**src/rtl/nibble_serial_adder.sv**
```systemverilog
// Multi-cycle WIDTH-bit adder/subtractor: one 4-bit slice per clock through a
// 4-bit carry-lookahead stage, wrapped in a start/busy/done handshake.
module nibble_serial_adder #(
  parameter int WIDTH = 16
) (
  input  logic             clk,
  input  logic             rst,
  input  logic             start,
  input  logic             sub,
  input  logic [WIDTH-1:0] a,
  input  logic [WIDTH-1:0] b,
  input  logic             cin,
  output logic             busy,
  output logic             done,
  output logic [WIDTH-1:0] sum,
  output logic             cout,
  output logic             overflow
);

  localparam int N  = WIDTH / 4;
  localparam int KW = (N > 1) ? $clog2(N) : 1;
  localparam logic [KW-1:0] LAST = KW'(N - 1);

  typedef enum logic [1:0] {S_IDLE, S_BUSY, S_DONE} state_t;

  state_t           r_state;
  logic [WIDTH-1:0] r_a;
  logic [WIDTH-1:0] r_b;
  logic [WIDTH-1:0] r_sum;
  logic [KW-1:0]    r_k;
  logic             r_carry;
  logic             r_cout;
  logic             r_ovf;
  logic             r_busy;
  logic             r_done;

  logic [3:0] w_a_nib;
  logic [3:0] w_b_nib;
  logic [3:0] w_g;
  logic [3:0] w_p;
  logic [4:1] w_c;
  logic [3:0] w_s;

  // Slice k: generate/propagate, then lookahead carries from the registered carry-in.
  always_comb begin
    w_a_nib = r_a[{r_k, 2'b00} +: 4];
    w_b_nib = r_b[{r_k, 2'b00} +: 4];
    w_g     = w_a_nib & w_b_nib;
    w_p     = w_a_nib ^ w_b_nib;
    w_c[1]  = w_g[0] | (w_p[0] & r_carry);
    w_c[2]  = w_g[1] | (w_p[1] & w_g[0]) | (w_p[1] & w_p[0] & r_carry);
    w_c[3]  = w_g[2] | (w_p[2] & w_g[1]) | (w_p[2] & w_p[1] & w_g[0])
            | (w_p[2] & w_p[1] & w_p[0] & r_carry);
    w_c[4]  = w_g[3] | (w_p[3] & w_g[2]) | (w_p[3] & w_p[2] & w_g[1])
            | (w_p[3] & w_p[2] & w_p[1] & w_g[0])
            | (w_p[3] & w_p[2] & w_p[1] & w_p[0] & r_carry);
    w_s     = w_p ^ {w_c[3:1], r_carry};
  end

  always_ff @(posedge clk or posedge rst) begin
    if (rst) begin
      r_state <= S_IDLE;
      r_a     <= '0;
      r_b     <= '0;
      r_sum   <= '0;
      r_k     <= '0;
      r_carry <= 1'b0;
      r_cout  <= 1'b0;
      r_ovf   <= 1'b0;
      r_busy  <= 1'b0;
      r_done  <= 1'b0;
    end else begin
      case (r_state)
        S_IDLE: begin
          if (start) begin
            r_a     <= a;
            r_b     <= sub ? ~b : b;
            r_carry <= sub ? 1'b1 : cin;
            r_k     <= '0;
            r_sum   <= '0;
            r_busy  <= 1'b1;
            r_state <= S_BUSY;
          end
        end
        S_BUSY: begin
          r_sum[{r_k, 2'b00} +: 4] <= w_s;
          r_carry                  <= w_c[4];
          if (r_k == LAST) begin
            r_cout  <= w_c[4];
            r_ovf   <= w_c[3] ^ w_c[4];
            r_busy  <= 1'b0;
            r_done  <= 1'b1;
            r_state <= S_DONE;
          end else begin
            r_k <= r_k + 1'b1;
          end
        end
        S_DONE: begin
          r_done  <= 1'b0;
          r_state <= S_IDLE;
        end
        default: r_state <= S_IDLE;
      endcase
    end
  end

  assign busy     = r_busy;
  assign done     = r_done;
  assign sum      = r_sum;
  assign cout     = r_cout;
  assign overflow = r_ovf;

endmodule

```
**config.mk**
```make
export PLATFORM = sky130hd
export DESIGN_NAME = nibble_serial_adder
export DESIGN_NICKNAME = d
export VERILOG_FILES = /design/src/rtl/nibble_serial_adder.sv
export SDC_FILE = /design/constraint.sdc
export NUM_CORES = 1
export LEC_CHECK = 0
export BUFFER_PORTS_ARGS = -buffer_cell sky130_fd_sc_hd__buf_4
export CORE_MARGIN = 2
export CORE_UTILIZATION = 49
export DETAILED_ROUTE_END_ITERATION = 6
export GPL_TIMING_DRIVEN = 0
export PLACE_DENSITY = 0.86
export RECOVER_POWER = 50
export SLEW_MARGIN = 40
export SYNTH_ARGS = -nofsm -noshare
export SYNTH_HDL_FRONTEND = slang
export SYNTH_SLANG_ARGS = --single-unit
```
**constraint.sdc**
```tcl
create_clock -name clk -period 2.6 [get_ports clk]
set_clock_uncertainty 0.05 [all_clocks]
set_input_delay 0.13 -clock clk [delete_from_list [all_inputs] [get_ports clk]]
set_output_delay 0.13 -clock clk [all_outputs]
set_load 0.02 [all_outputs]
```
==> flow_summary.toml, run 1 <==
[cts]
cts.htree.levels = 3
clkSinkCount = 57
cts_root_buf = "clkbuf_8"
clkTransAtPathRegs_ps = 60
cts_inserted_buffers = 9
tritoncts = "done"
clk_latency_ps = 340
clockBufferDepth = 2

[floorplanning]
die_area_sq_mm = 0.006300
io_pins = 57
start_util_pct = 50.56
die_w_microns = 79.38
design.core.area_sq_mm = 0.005507
fp.dieH_microns = 79.38
num_rows = 27

[synthesis]
synthCells = 225
synth_edf_count = 0
ys_async_sr_fraction_pct = 100.0
synth.area.top_cells = "dfrtp_1, mux2_2, mux4_2"
synth.distinct_cells = 31
ys_warn_count = 0
ys_seq_area_share_pct = 51.24
syn_nets = 272
yosysTopAreaCell = "dfrtp_1"
ys_seq_elements = 57
synth_area_sq_mm = 0.002784
synth_top_area_share_pct = 51.24
synthFlopType = "dfrtp_1"
syn_avg_cell_area_sq_um = 12.37

[drt]
routed_wl_microns = 6193
vias_per_cell = 5.360
drt-initial-drc-count = 120
drtPass1Iterations = 4
vias = 2069
drc = 0
final_antenna_net_count = 0
wl_per_cell_microns = 16.04

[placement]
gp_congestion = 0.7900
port_buffers = 55
dp_hpwl_microns = 4258

[sta]
tightestPinTransition_ps = 1274
maxSlewHeadroom_pct = 14.57
period_needed_ps = 2547
fmax_mhz = 392.7
slew_viol_final = 0
hold_ws_ps = 11.60
tns_ps = 0
hold_violations = 0
fin_crit_sh_pct = 97.95
finalSetupViolCount = 0

[global_route]
grt_overflow = 0
grt_usage_pct = 21.90
antenna_found_initial = 0
grt_pass1_wl_microns = 10340
grt_max_degree = 31
grt_pass1_vias = 2139

[final_layout]
fillCellCount = 427
most-common-layout-cells = "dfrtp_1, buf_4, nand2_1"
drive_above_1_share_pct = 33.44
final_nets = 357
final_common_cell = "dfrtp_1"
syn2layout_area_growth_pct = 30.52
antenna_cells = 0

[power_and_ir_drop]
combPwrFrac_pct = 53.6
peakVddDrop_uv = 1030
seq_power_share_pct = 31.0
p_clk_share_pct = 15.5
leakagePower_nw = 1.641
sw_frac_of_total_pct = 41.65
p_int_mw = 2.871
power_density_mw_per_mm2 = 1354
p_switching_mw = 2.050

[worst_setup_path]
crit_path_max_fanout = 10
end_kind = "flop"
crit_path_start_kind = "flop"
crit_required_ps = 2790
rr_startpoint = "r_k[0]"
crit_arrival_ps = 2730
crit_start = "r_k[0]"
crit_type = "reg2reg"

[outcome]
status = "complete, no violations"

[min_path]
hold_class = "in2reg"
hold_start = "b[13]"

[flow_run]
max_cap_viol_count = 0
-- kinds of logic (layout without fill, tap and decap cells) --
logic type	count (synthesis)	after routing	share of synthesized area, %
adders and majority gates	10	10	4.764
DFF	57	57	51.24
AOI/OAI and AO/OA	49	49	11.95
buffers and inverters	15	104	3.101
muxes	25	25	13.30
xor gates and xnor gates	19	19	5.978
and+or+nand+nor	50	50	9.663
-- cell usage after synthesis (2+ instances only) --
library cell and n:
o21ai_0 5, inv_1 5, nor2_1 20, mux4_2 8, xor2_1 2, mux2_2 16
buf_2 3, a22o_1 19, nand2b_1 2, dfrtp_1 57, a21oi_1 19, buf_4 5
xnor2_1 17, ha_1 9, nand2_1 21, a21o_1 2
-- worst paths after layout --
path / endpoint / slack (ps) / cells past startpoint
max: sum[15] / 50 / 7
min: r_b[13] / 10 / 3
max reg2reg: sum[15] / 50 / 7
min reg2reg: busy / 440 / 1
max in group asynchronous: r_a[13] / 710 / 4
min in group asynchronous: sum[0] / 560 / 3
-- stage by stage --
stage / utilization, % / power, mW / worst slack, ps / std cells / cell area, sq um
final: 65.99 / 4.921 / 53.28 / 386 / 3633
after detailed placement: 60.10 / 4.088 / -343.4 / 353 / 3309
after floorplan: - / 3.356 / 48.52 / 225 / 2784
after global routing: 65.99 / 5.301 / -22.98 / 386 / 3633
after global placement: 59.69 / 3.965 / -287.5 / 352 / 3287
after CTS: 66.80 / 4.948 / 8.471 / 386 / 3679
-- worst max-delay path, stage by stage (launching register included) --
cell	delay [ps]
dfrtp_2	410
buf_8	170
mux4_2	560
ha_1	360
a211oi_2	280
o21bai_2	150
xor2_2	200
a22o_1	250
-- state kept, by name, indices dropped and copies added, names as in the netlist --
register / count
done: 1
r_a: 16
cout: 1
r_b: 16
sum: 16
overflow: 1
r_k: 2
r_carry: 1
busy: 1
r_state: 2
-- power groups by stage --
stage                     sequential (mW)  clock, mW  combinational [mW]
after floorplan                      1.59          0                1.76
after global placement               1.52          0                2.44
after detailed placement             1.55          0                2.54
after CTS                            1.52      0.770                2.66
after global routing                 1.57      0.822                2.91
final                                1.52      0.761                2.64
-- metal layers --
metal,vias to the layer above,GRT usage (%),share of wire (%)
li1,972,-,-
met1,1014,26.38,41
met2,66,37.12,52
met3,17,7.014,5.5
met4,0,7.586,2.1
met5,-,0,0
-- layout make-up --
type,count,area (sq um),area share [%]
sequential,57,1428,39.29
multi-input combinational,153,1284,35.33
timing repair buffer,74,558.0,15.36
clock buffer,13,168.9,4.649
tap,72,90.09,2.479
buffer,10,72.57,1.997
inverter,5,20.02,0.5510
clock inverter,2,12.51,0.3444
-- repair_timing --
action,4_1_cts,5_1_grt
buffers inserted,1,0
hold buffers,17,0
setup endpoints to repair,11,5
gates resized for setup,3,2
endpoints found under the hold margin,45,0
(Power assumes the default switching activity.)
==> inputs of run 2 (changes only) <==
Settings changed: BUFFER_PORTS_ARGS -buffer_cell sky130_fd_sc_hd__buf_4 to not set, CORE_UTILIZATION 49 to 56, DONT_BUFFER_PORTS set to 1, MAX_ROUTING_LAYER set to met4, PLACE_DENSITY 0.86 to 0.85.
==> run 2 against run 1 <==
Cell area decreased by 5.5%. Utilization increased by 6.2 points. Maximum frequency increased by 2.3%. Die area decreased by 12%. Final cell count decreased by 11%. Total power decreased by 0.84%. Worst setup slack improved by 56 ps. Flip-flop and latch count unchanged. Combinational power decreased by 9.8%. Critical endpoint unchanged.
==> flow_summary.toml, run 2 (synthesis gave the netlist of run 1 again) <==
[placement]
dp_hpwl_microns = 3940
port_buffers = 0
gp_congestion = 0.8544

[sta]
hold_ws_ps = 27.56
rsz0062_at_grt = "no"
maxSlewHeadroom_pct = 30.88
slew_viol_final = 0
tightestPinTransition_ps = 1037
fmax_mhz = 401.5
fin_crit_sh_pct = 95.79
finalSetupViolCount = 0
period_needed_ps = 2491
hold_violations = 0

[floorplanning]
num_rows = 25
die_area_sq_mm = 0.005551
fp.dieH_microns = 74.51
start_util_pct = 58.55
io_pins = 57
design.core.area_sq_mm = 0.004755
die_w_microns = 74.51

[final_layout]
final_nets = 319
most-common-layout-cells = "dfrtp_1, dlygate4sd3_1, nand2_1"
final_common_cell = "dfrtp_1"
syn2layout_area_growth_pct = 23.28
antenna_cells = 0
final_core_util_pct = 72.18
drive_above_1_share_pct = 21.74

[power_and_ir_drop]
leakagePower_nw = 1.488
peakVddDrop_uv = 1124
p_switching_mw = 2.041
sw_frac_of_total_pct = 41.82
combPwrFrac_pct = 48.7
seq_power_share_pct = 34.4
p_int_mw = 2.838
power_density_mw_per_mm2 = 1422
p_clk_share_pct = 16.9

[cts]
clkTransAtPathRegs_ps = 60
cts_inserted_buffers = 9
cts.htree.levels = 3
clk_latency_ps = 340
tritoncts = "done"
clkSinkCount = 57
cts_root_buf = "clkbuf_8"
clockBufferDepth = 2

[worst_setup_path]
end_kind = "flop"
crit_required_ps = 2780
crit_type = "reg2reg"
crit_path_start_kind = "flop"
crit_arrival_ps = 2670
crit_path_max_fanout = 10

[drt]
routed_wl_microns = 6131
final_antenna_net_count = 0
drtPass1Iterations = 4
drt-initial-drc-count = 96
vias = 1948
vias_per_cell = 5.679
drc = 0
wl_per_cell_microns = 17.87

[global_route]
antenna_found_initial = 0
grt_max_degree = 43
grt_overflow = 0
grt_pass1_vias = 2068
grt_pass1_wl_microns = 10090
grt_usage_pct = 26.13

[flow_run]
max_cap_viol_count = 0

[min_path]
hold_class = "in2reg"

[outcome]
status = "complete, no violations"
[run 2: layout make-up]
type                            instances  area, sq um
Sequential cell                        57         1428
Fill cell                             334         1323
Multi-Input combinational cell        153         1284
Timing Repair Buffer                   36        352.8
Clock buffer                           12        155.1
Tap cell                               67        83.83
Buffer                                 10        68.82
Clock inverter                          3        40.04
Inverter                                5        20.02
[run 2: per-layer routing]
metal	GRT usage [%]	part of all wire (%)	vias to the layer above
met5	-	0	-
met4	8.532	2.1	0
met3	9.214	5.4	12
met2	42.77	53	72
met1	30.11	40	975
li1	-	-	889
[run 2: per-stage QoR]
stage	setup WS, ps	area (sq um)	power [mW]	TNS (ps)	cells
finish	109.3	3432	4.879	0	343
global route	2.389	3432	5.210	0	343
CTS	59.87	3443	4.842	0	343
detailed placement	-304.5	2890	3.904	-1425	293
global placement	-294.7	2868	3.789	-1349	292
floorplan	48.52	2784	3.356	0	225
[run 2: power groups by stage]
stage               Sequential [mW]  Combinational [mW]  Clock, mW
finish                         1.68                2.38      0.826
detailed placement             1.69                2.21          0
floorplan                      1.59                1.76          0
global placement               1.67                2.12          0
global route                   1.72                2.60      0.888
CTS                            1.66                2.34      0.837
[run 2: worst max-delay path, cell delays in order (launching register included)]
cell	delay, ps
dfrtp_2	400
buf_6	190
mux4_2	560
ha_1	340
a211oi_2	250
o21bai_2	150
xor2_2	200
a22o_1	250
[run 2: worst paths after layout]
path                       startpoint    endpoint  slack (ps)  cells after the start
max                            r_k[0]     sum[15]         110                      7
min                             start  r_state[0]          30                      2
max reg2reg                    r_k[0]     sum[15]         110                      7
min reg2reg                   r_a[10]     r_a[10]         460                      1
max in group asynchronous         rst        busy         850                      3
min in group asynchronous         rst     sum[15]         260                      2
[run 2: timing repair]
action,CTS,global route
hold buffers,34,0
pin swaps,0,0
gates resized for setup,3,1
cloned,0,0
buffers inserted,1,0
endpoints found under the hold margin,90,0
endpoints found under the setup margin,10,4
==> inputs of run 3 (changes only) <==
Settings changed: CELL_PAD_IN_SITES_DETAIL_PLACEMENT set to 0, CELL_PAD_IN_SITES_GLOBAL_PLACEMENT set to 1, CORE_UTILIZATION 56 to 45, HOLD_SLACK_MARGIN set to 0.03, PLACE_DENSITY 0.85 to 0.86.
==> run 3 against run 2 <==
Register-to-register slack improved by 50 ps. Count of clock-buffer cells in the layout up 1. Total power decreased by 3.1%. Worst setup slack better by 49 ps. Cell area decreased by 0.18%. Combinational power is essentially flat. First-iteration DRC count fell by 27%. Flip-flop and latch count did not move. Critical endpoint unchanged.
==> flow_summary.toml, run 3 (synthesis gave the netlist of run 1 again) <==
[floorplanning]
io_pins = 57
fp.dieH_microns = 82.66
die_area_sq_mm = 0.006832
num_rows = 28
die_w_microns = 82.66
design.core.area_sq_mm = 0.005956
start_util_pct = 46.74

[outcome]
status = "complete, no violations"

[cts]
cts_root_buf = "clkbuf_8"
clkSinkCount = 57
clkTransAtPathRegs_ps = 60
clockBufferDepth = 2
cts.htree.levels = 3
cts_inserted_buffers = 9
tritoncts = "done"
clk_latency_ps = 330

[drt]
drt-initial-drc-count = 70
drc = 0
drtPass1Iterations = 4
routed_wl_microns = 5857
vias = 1867
final_antenna_net_count = 0
wl_per_cell_microns = 16.73
vias_per_cell = 5.334

[power_and_ir_drop]
power_density_mw_per_mm2 = 1380
leakagePower_nw = 1.478
peakVddDrop_uv = 608.1
power_mw = 4.726

[sta]
slew_viol_final = 0
period_needed_ps = 2442
fin_crit_sh_pct = 93.91
hold_violations = 0
tightestPinTransition_ps = 1189
fmax_mhz = 409.6
rsz0062_at_grt = "no"
finalSetupViolCount = 0
maxSlewHeadroom_pct = 20.31

[final_layout]
finish.instance_area_sq_mm = 0.003426
final_core_util_pct = 57.52
final_nets = 320
drive_above_1_share_pct = 21.09
fillCellCount = 514
final_cells = 350
final_common_cell = "dfrtp_1"
syn2layout_area_growth_pct = 23.06
most-common-layout-cells = "dfrtp_1, dlygate4sd3_1, nand2_1"
antenna_cells = 0

[worst_setup_path]
crit_buf_inv = 1
crit_required_ps = 2770
crit_type = "reg2reg"
end_kind = "flop"
critPathSlowestCell = "mux4_2"
reg2reg_depth = 7
path_delay_family = "compound AO/OA/AOI/OAI gates"
worst-path-stages = 7
crit_path_max_fanout = 10
crit_path_start_kind = "flop"
crit_arrival_ps = 2610
cpPeakStageDelay_ps = 570
path_cells = "buf_6 > mux4_2 > ha_1 > a211oi_2 > o21bai_2 > xor2_2 > a22o_1"

[placement]
gp_congestion = 0.8018
place_area_sq_mm = 0.002900
place_inst = 301
dp_hpwl_microns = 4146
port_buffers = 0

[global_route]
grt_usage_pct = 19.88
grt_pass1_wl_microns = 9584
grt_pass1_vias = 1962
grt_max_degree = 32
antenna_found_initial = 0
grt_overflow = 0

[min_path]
hold_class = "in2reg"
min_path_cells = 2

[flow_run]
max_cap_viol_count = 0
run 3: changes by cell type in the layout (fill, tap and decap cells not counted):
cell	change
bufinv_16	-1
clkinv_2	-2
clkbuf_2	-1
dlygate4sd3_1	+1
clkbuf_8	+1
buf_2	+1
run 3: path summary, 6_finish.rpt:
path                        start  endpoint  slack [ps]
hold reg to reg            r_a[1]    r_a[1]         460
min in group asynchronous     rst    sum[4]         450
setup reg to reg           r_k[0]   sum[15]         160
hold / removal              start    r_k[1]          60
max in group asynchronous     rst    r_k[0]         740
setup / recovery           r_k[0]   sum[15]         160
run 3: layer usage:
layer	vias up	track usage [%]	share of wire [%]
met5	-	-	0
met4	0	8.361	1.8
met3	9	4.239	4.5
met2	57	32.10	49
met1	915	24.31	44
li1	886	-	-
run 3: where the power goes:
part           switching, mW  leakage [nW]  internal [mW]
Combinational           1.28         0.699           1.08
Sequential             0.368         0.691           1.28
Clock                  0.319        0.0875          0.408
run 3: final cells by class:
type                            instances  area (sq um)  share of cell area (%)
Multi-Input combinational cell        153          1284                   37.47
Clock buffer                           13         168.9                   4.931
Timing Repair Buffer                   37         362.8                   10.59
Buffer                                 10         68.82                   2.009
Tap cell                               75         93.84                   2.739
Sequential cell                        57          1428                   41.67
Inverter                                5         20.02                  0.5844
run 3: per-stage QoR:
step,TNS (ps),hold WS [ps],worst slack (ps)
2_1_floorplan,0,231.6,48.52
3_3_place_gp,-1515,232.1,-293.7
3_5_place_dp,-1494,-43.25,-295.8
4_1_cts,0,45.08,100.0
5_1_grt,0,92.17,40.32
6_report,0,63.19,158.5
run 3: worst register-to-register path, cell delays in order, from the launching register on:
cell and delay, ps:
dfrtp_2 370, buf_6 170, mux4_2 570, ha_1 350
a211oi_2 240, o21bai_2 130, xor2_2 200, a22o_1 260
run 3: repair_timing:
| item | 4_1_cts | 5_1_grt |
|---|---|---|
| endpoints found under the hold margin | 91 | 0 |
| gates cloned | 0 | 0 |
| buffers inserted | 1 | 0 |
| resized for setup | 3 | 2 |
| pin swaps | 0 | 0 |
| setup endpoints to repair | 11 | 1 |
| hold buffers | 35 | 0 |
